--- src/rtl/register_file_pkg.sv ---
// Shared defaults for the register file: widths, depth, reset value and a
// selector range helper used by the top and its cells.
package register_file_pkg;

    localparam int   DEFAULT_DATA_WIDTH = 8;
    localparam int   DEFAULT_NUM_REGS   = 8;
    localparam logic RESET_BIT          = 1'b0;

    // True when a selector addresses a physically present register.
    function automatic logic sel_in_range(input int unsigned sel, input int unsigned num_regs);
        return (sel < num_regs);
    endfunction

endpackage

--- src/rtl/register_file_cell.sv ---
// regfile_cell: one register with load (priority), increment and async reset.
// BYPASS selects whether value_o shows the held value or the next-edge value.
module regfile_cell
    import register_file_pkg::*;
#(
    parameter int DATA_WIDTH = DEFAULT_DATA_WIDTH,
    parameter bit BYPASS     = 1'b0
) (
    input  logic                  clk,
    input  logic                  reset,
    input  logic                  load_i,
    input  logic                  inc_i,
    input  logic [DATA_WIDTH-1:0] load_data_i,
    output logic [DATA_WIDTH-1:0] value_o
);

    logic [DATA_WIDTH-1:0] value_q;
    logic [DATA_WIDTH-1:0] value_d;

    // Next value: a write overrides a same-cycle increment.
    always_comb begin
        value_d = value_q;
        if (load_i) begin
            value_d = load_data_i;
        end else if (inc_i) begin
            value_d = value_q + DATA_WIDTH'(1'b1);
        end else begin
            value_d = value_q;
        end
    end

    // Storage register.
    always_ff @(posedge clk or posedge reset) begin
        if (reset) begin
            value_q <= {DATA_WIDTH{RESET_BIT}};
        end else begin
            value_q <= value_d;
        end
    end

    assign value_o = BYPASS ? value_d : value_q;

endmodule

--- src/rtl/register_file.sv ---
// register_file: NUM_REGS x DATA_WIDTH registers, one write, one increment and
// two registered read ports. Define REGFILE_BYPASS_EN for read-during-write bypass.
module register_file
    import register_file_pkg::*;
#(
    parameter int DATA_WIDTH = DEFAULT_DATA_WIDTH,
    parameter int NUM_REGS   = DEFAULT_NUM_REGS,
    parameter int ADDR_WIDTH = $clog2(NUM_REGS)
) (
    input  logic                  clk,
    input  logic                  reset,
    input  logic                  wr_en,
    input  logic [ADDR_WIDTH-1:0] wr_sel,
    input  logic [DATA_WIDTH-1:0] wr_data,
    input  logic                  inc_en,
    input  logic [ADDR_WIDTH-1:0] inc_sel,
    input  logic                  rd_en_a,
    input  logic [ADDR_WIDTH-1:0] rd_sel_a,
    output logic [DATA_WIDTH-1:0] rd_data_a,
    output logic                  rd_valid_a,
    input  logic                  rd_en_b,
    input  logic [ADDR_WIDTH-1:0] rd_sel_b,
    output logic [DATA_WIDTH-1:0] rd_data_b,
    output logic                  rd_valid_b,
    output logic                  addr_err
);

`ifdef REGFILE_BYPASS_EN
    localparam bit BYPASS = 1'b1;
`else
    localparam bit BYPASS = 1'b0;
`endif

    logic [DATA_WIDTH-1:0] src_s [NUM_REGS];
    logic                  wr_ok_s, inc_ok_s, a_ok_s, b_ok_s;
    logic [DATA_WIDTH-1:0] rd_data_a_q, rd_data_a_d, rd_data_b_q, rd_data_b_d;
    logic                  rd_valid_a_q, rd_valid_b_q, addr_err_q, addr_err_d;

    assign wr_ok_s  = sel_in_range(32'(wr_sel),   NUM_REGS);
    assign inc_ok_s = sel_in_range(32'(inc_sel),  NUM_REGS);
    assign a_ok_s   = sel_in_range(32'(rd_sel_a), NUM_REGS);
    assign b_ok_s   = sel_in_range(32'(rd_sel_b), NUM_REGS);

    for (genvar g = 0; g < NUM_REGS; g++) begin : g_cell
        regfile_cell #(
            .DATA_WIDTH (DATA_WIDTH),
            .BYPASS     (BYPASS)
        ) u_cell (
            .clk         (clk),
            .reset       (reset),
            .load_i      (wr_en && (wr_sel == ADDR_WIDTH'(g))),
            .inc_i       (inc_en && (inc_sel == ADDR_WIDTH'(g))),
            .load_data_i (wr_data),
            .value_o     (src_s[g])
        );
    end

    // Read muxes: hold when idle, zero for an out-of-range selector.
    always_comb begin
        rd_data_a_d = rd_data_a_q;
        rd_data_b_d = rd_data_b_q;
        if (rd_en_a) begin
            rd_data_a_d = a_ok_s ? src_s[rd_sel_a] : {DATA_WIDTH{1'b0}};
        end else begin
            rd_data_a_d = rd_data_a_q;
        end
        if (rd_en_b) begin
            rd_data_b_d = b_ok_s ? src_s[rd_sel_b] : {DATA_WIDTH{1'b0}};
        end else begin
            rd_data_b_d = rd_data_b_q;
        end
        addr_err_d = (wr_en && !wr_ok_s) || (inc_en && !inc_ok_s) ||
                     (rd_en_a && !a_ok_s) || (rd_en_b && !b_ok_s);
    end

    // Registered read ports and error flag.
    always_ff @(posedge clk or posedge reset) begin
        if (reset) begin
            rd_data_a_q  <= {DATA_WIDTH{RESET_BIT}};
            rd_data_b_q  <= {DATA_WIDTH{RESET_BIT}};
            rd_valid_a_q <= 1'b0;
            rd_valid_b_q <= 1'b0;
            addr_err_q   <= 1'b0;
        end else begin
            rd_data_a_q  <= rd_data_a_d;
            rd_data_b_q  <= rd_data_b_d;
            rd_valid_a_q <= rd_en_a;
            rd_valid_b_q <= rd_en_b;
            addr_err_q   <= addr_err_d;
        end
    end

    assign rd_data_a  = rd_data_a_q;
    assign rd_data_b  = rd_data_b_q;
    assign rd_valid_a = rd_valid_a_q;
    assign rd_valid_b = rd_valid_b_q;
    assign addr_err   = addr_err_q;

endmodule

--- config.mk ---
export PLATFORM = sky130hd
export DESIGN_NAME = register_file
export DESIGN_NICKNAME = d
export VERILOG_FILES = /design/src/rtl/register_file_pkg.sv /design/src/rtl/register_file_cell.sv /design/src/rtl/register_file.sv
export SDC_FILE = /design/constraint.sdc
export NUM_CORES = 1
export LEC_CHECK = 0
export ABC_CLOCK_PERIOD_IN_PS = 4300
export CAP_MARGIN = 30
export CORE_MARGIN = 4
export CORE_UTILIZATION = 30
export CTS_CLUSTER_DIAMETER = 150
export DETAILED_ROUTE_END_ITERATION = 6
export HOLD_SLACK_MARGIN = 0.06
export PLACE_DENSITY = 0.59
export SYNTH_ARGS = -nofsm -noshare
export SYNTH_HDL_FRONTEND = slang
export SYNTH_SLANG_ARGS = --single-unit
--- constraint.sdc ---
create_clock -name clk -period 4.3 [get_ports clk]
set_clock_uncertainty 0.05 [all_clocks]
set_input_delay 1.075 -clock clk [delete_from_list [all_inputs] [get_ports clk]]
set_output_delay 1.075 -clock clk [all_outputs]
set_load 0.02 [all_outputs]
==> results.toml <==
[timing]
fin_tns_setup_ns = 0
rsz0062_at_grt = "no"
clock.fmax_ghz = 0.3334
slew_headroom_pct = 30.18
fin_crit_ns = 2.999
finalSetupViolCount = 0
final_max_slew_viol_count = 0
tightest_slew_ns = 1.042
final_hold_viol_count = 0
final.period_utilization_pct = 69.74

[logic_synthesis]
synth_area_mm2 = 0.005264
synth_cell_type_count = 42
synth_edf_count = 0
syn_nets = 546
yosysSeqAreaShare_pct = 38.98
synth-seq-cells = 82
synthArstFlopShare_pct = 100.0
syn_inst = 512
synthFlopType = "dfrtp_1"
synth_area_per_cell_um2 = 10.28
ys_warn_count = 0

[critical_path]
path_class = "input port to flop"
crit_buf_inv = 2
worstPathRequired_ns = 4.42
worstSetupStartpoint = "inc_en"
rr_worst_depth = 3
cpMaxStageDelayCell = "clkdlybuf4s50_1"
cp_cell_sequence = "clkdlybuf4s50_1 -> nor4bb_1 -> buf_4 -> nand3_1 -> xor2_1 -> o21ai_1"
worstPathArrival_ns = 3.12
crit_family = "buffers and inverters"
r2r-end = "rd_data_b[0]$_DFFE_PP0P_"
start_kind = "input port"
worstReg2RegStart = "g_cell[5].u_cell.value_o[0]$_DFFE_PP0P_"
end_kind = "flop"
cp_max_fo = 13
reg2reg_slack_ns = 2.77
max_stage_delay_ns = 0.88

[floorplan]
initial_core_util_pct = 30.54
die_y_um = 140.5
row_count = 48
core_area_mm2 = 0.01724
boundaryPins = 45
die_area_mm2 = 0.01973
die_w_um = 140.5

[detailed_routing]
wirelength_met1_um = 6784
wl_met3_um = 1356
vias_per_cell = 5.368
drc_errors = 0
ant_nets = 0
dr_total_vias = 4101
post_drt_wl_per_cell_um = 18.65
wl_met2_um = 5942
top_layer_used = "met4"
drtIter0Drc = 434
wl_um = 14250
first_pass_iters = 5

[placement]
port_buffers = 43
gp_congestion = 0.9150
dpl.hpwl_um = 10310
post-place-cells = 749

[worst_hold_path]
hold_end = "rd_data_a[2]$_DFFE_PP0P_"
min_path_cells = 2
min_path_type = "flop to flop"
hold_start = "rd_data_a[2]$_DFFE_PP0P_"

[clock_network]
numCtsBuffers = 9
cts.clk_slew.worst_paths_ns = 0.06
cts_tree = "built"
clkLatencyLatePin_ns = 0.34
ctsHoldBuffers = 0
cts_buffer_depth = 2
cts-root-buf = "clkbuf_16"
cts_setup_buffers = 0
cts.sinks = 82
cts-resized-gates = 0
htree_num_levels = 3

[power]
powerDensity_mw_per_mm2 = 539.8
p_leak_nw = 2.314
ir_worst_vdd_v = 0.0002716

[run_status]
status = "completed"

[job]
max_cap_viol_count = 0

[global_route]
grt_antenna_before_repair = 0
grt_max_degree = 83
grt_pass1_wl_um = 22390
track_usage_pct = 14.74
overflow = 0
grt_pass1_vias = 3889

[final_layout]
nets = 569
drive_above_1_share_pct = 13.17
fin_cells = 764
synthToLayoutAreaGrowth_pct = 16.71
antennaDiodeCount = 0
[placed cells by master (no fill, tap or decap), types with 2 or more instances in the layout]
master           synthesis  layout
bufinv_16                0       2
ha_1                     8       8
nand4_1                 18      18
nor3b_2                  2       2
dfrtp_1                 82      82
a21oi_1                 45      45
nor4_2                   4       4
and4b_1                  2       2
nand4b_2                 2       2
mux2i_1                 21      21
nand3_1                 11      11
nand2_1                 54      54
nor3_2                   2       2
a31oi_1                  3       3
nor2_1                  56      56
and4_1                   2       2
xor2_1                  26      26
nand4b_1                 5       5
nor3_1                  11      11
clkinv_2                 0       2
inv_1                    6       5
xnor2_1                 30      30
o21ai_1                 30      30
buf_4                    7       9
clkbuf_1                 8       3
and3_1                   4       4
clkbuf_16                0       9
nor4bb_1                 2       2
mux4_2                  32      32
clkdlybuf4s50_1          0      43
[metal layers]
metal  up-vias  track usage, %
li1       1883               -
met4         0           3.111
met1      2029           23.03
met3        15           3.243
met5         -               0
met2       174           20.82
[cell usage after synthesis, drive strengths merged, types with 11 or more instances]
cell type / count / area [um2]
xnor2: 30 / 262.8
nor2: 56 / 210.2
nand2: 54 / 202.7
nor3: 13 / 75.07
dfrtp: 82 / 2052
mux2i: 21 / 210.2
nand4: 19 / 125.1
buf: 33 / 192.7
o21ai: 30 / 150.1
nand3: 11 / 55.05
a21oi: 45 / 225.2
mux4: 32 / 720.7
xor2: 26 / 227.7
[how the worst max path moves through the flow]
stage | to | slack [ns] | cells past startpoint
4_1_cts | g_cell[4].u_cell.value_o[6]$_DFFE_PP0P_ | 1.29 | 6
3_3_place_gp | g_cell[4].u_cell.value_o[4]$_DFFE_PP0P_ | 1.06 | 6
6_report | g_cell[4].u_cell.value_o[6]$_DFFE_PP0P_ | 1.30 | 6
2_1_floorplan | g_cell[0].u_cell.value_o[0]$_DFFE_PP0P_ | 1.07 | 1
3_5_place_dp | g_cell[4].u_cell.value_o[4]$_DFFE_PP0P_ | 0.95 | 6
5_1_grt | g_cell[4].u_cell.value_o[4]$_DFFE_PP0P_ | 1.24 | 6
[sequential cells by signal, indices dropped and copies added (netlist names)]
register	flops
g_cell.u_cell.value_o	64
rd_data_a	8
rd_data_b	8
rd_valid_a	1
rd_valid_b	1
[cell families after synthesis]
logic type	after synthesis	share of synthesized area [%]
AO/OA/AOI/OAI	78	7.488
XOR/XNOR	56	9.318
adder cells (fa/ha/maj)	8	1.902
buffers and inverters	47	4.659
flip-flops	82	38.98
multiplexers	55	18.11
other	1	0.07124
AND/OR/NAND/NOR	185	19.47
[stage by stage]
stage	util, %	setup WS, ns	power [mW]	hold slack, ns	area, um2
after global routing	35.64	1.236	3.516	0.4919	6143
after floorplan	-	1.067	2.076	0.4962	5264
after CTS	35.64	1.293	3.324	0.4789	6143
after detailed placement	33.89	0.9498	2.504	0.4662	5842
final	35.64	1.301	3.316	0.4760	6143
after global placement	33.89	1.060	2.461	0.4528	5842
[worst min-delay path, delay by kind of cell, from the launching register on]
kind | cells | cell delay [ns]
simple gates | 1 | 0.04
compound gates | 1 | 0.10
flops | 1 | 0.34
[layout make-up]
type	count	area [um2]
Tap cell	225	281.5
Inverter	6	23.77
Fill cell	1689	11090
Clock inverter	3	65.06
Sequential cell	82	2052
Clock buffer	12	236.5
Timing Repair Buffer	53	518.0
Multi-Input combinational cell	383	2967
[power by group]
part	leakage [nW]	internal [mW]	total, mW	switching (mW)
Clock	0.147	0.506	0.813	0.307
Combinational	1.21	0.574	1.04	0.466
Sequential	0.953	1.03	1.46	0.431
Note: power is estimated with default switching activity, not from simulation.
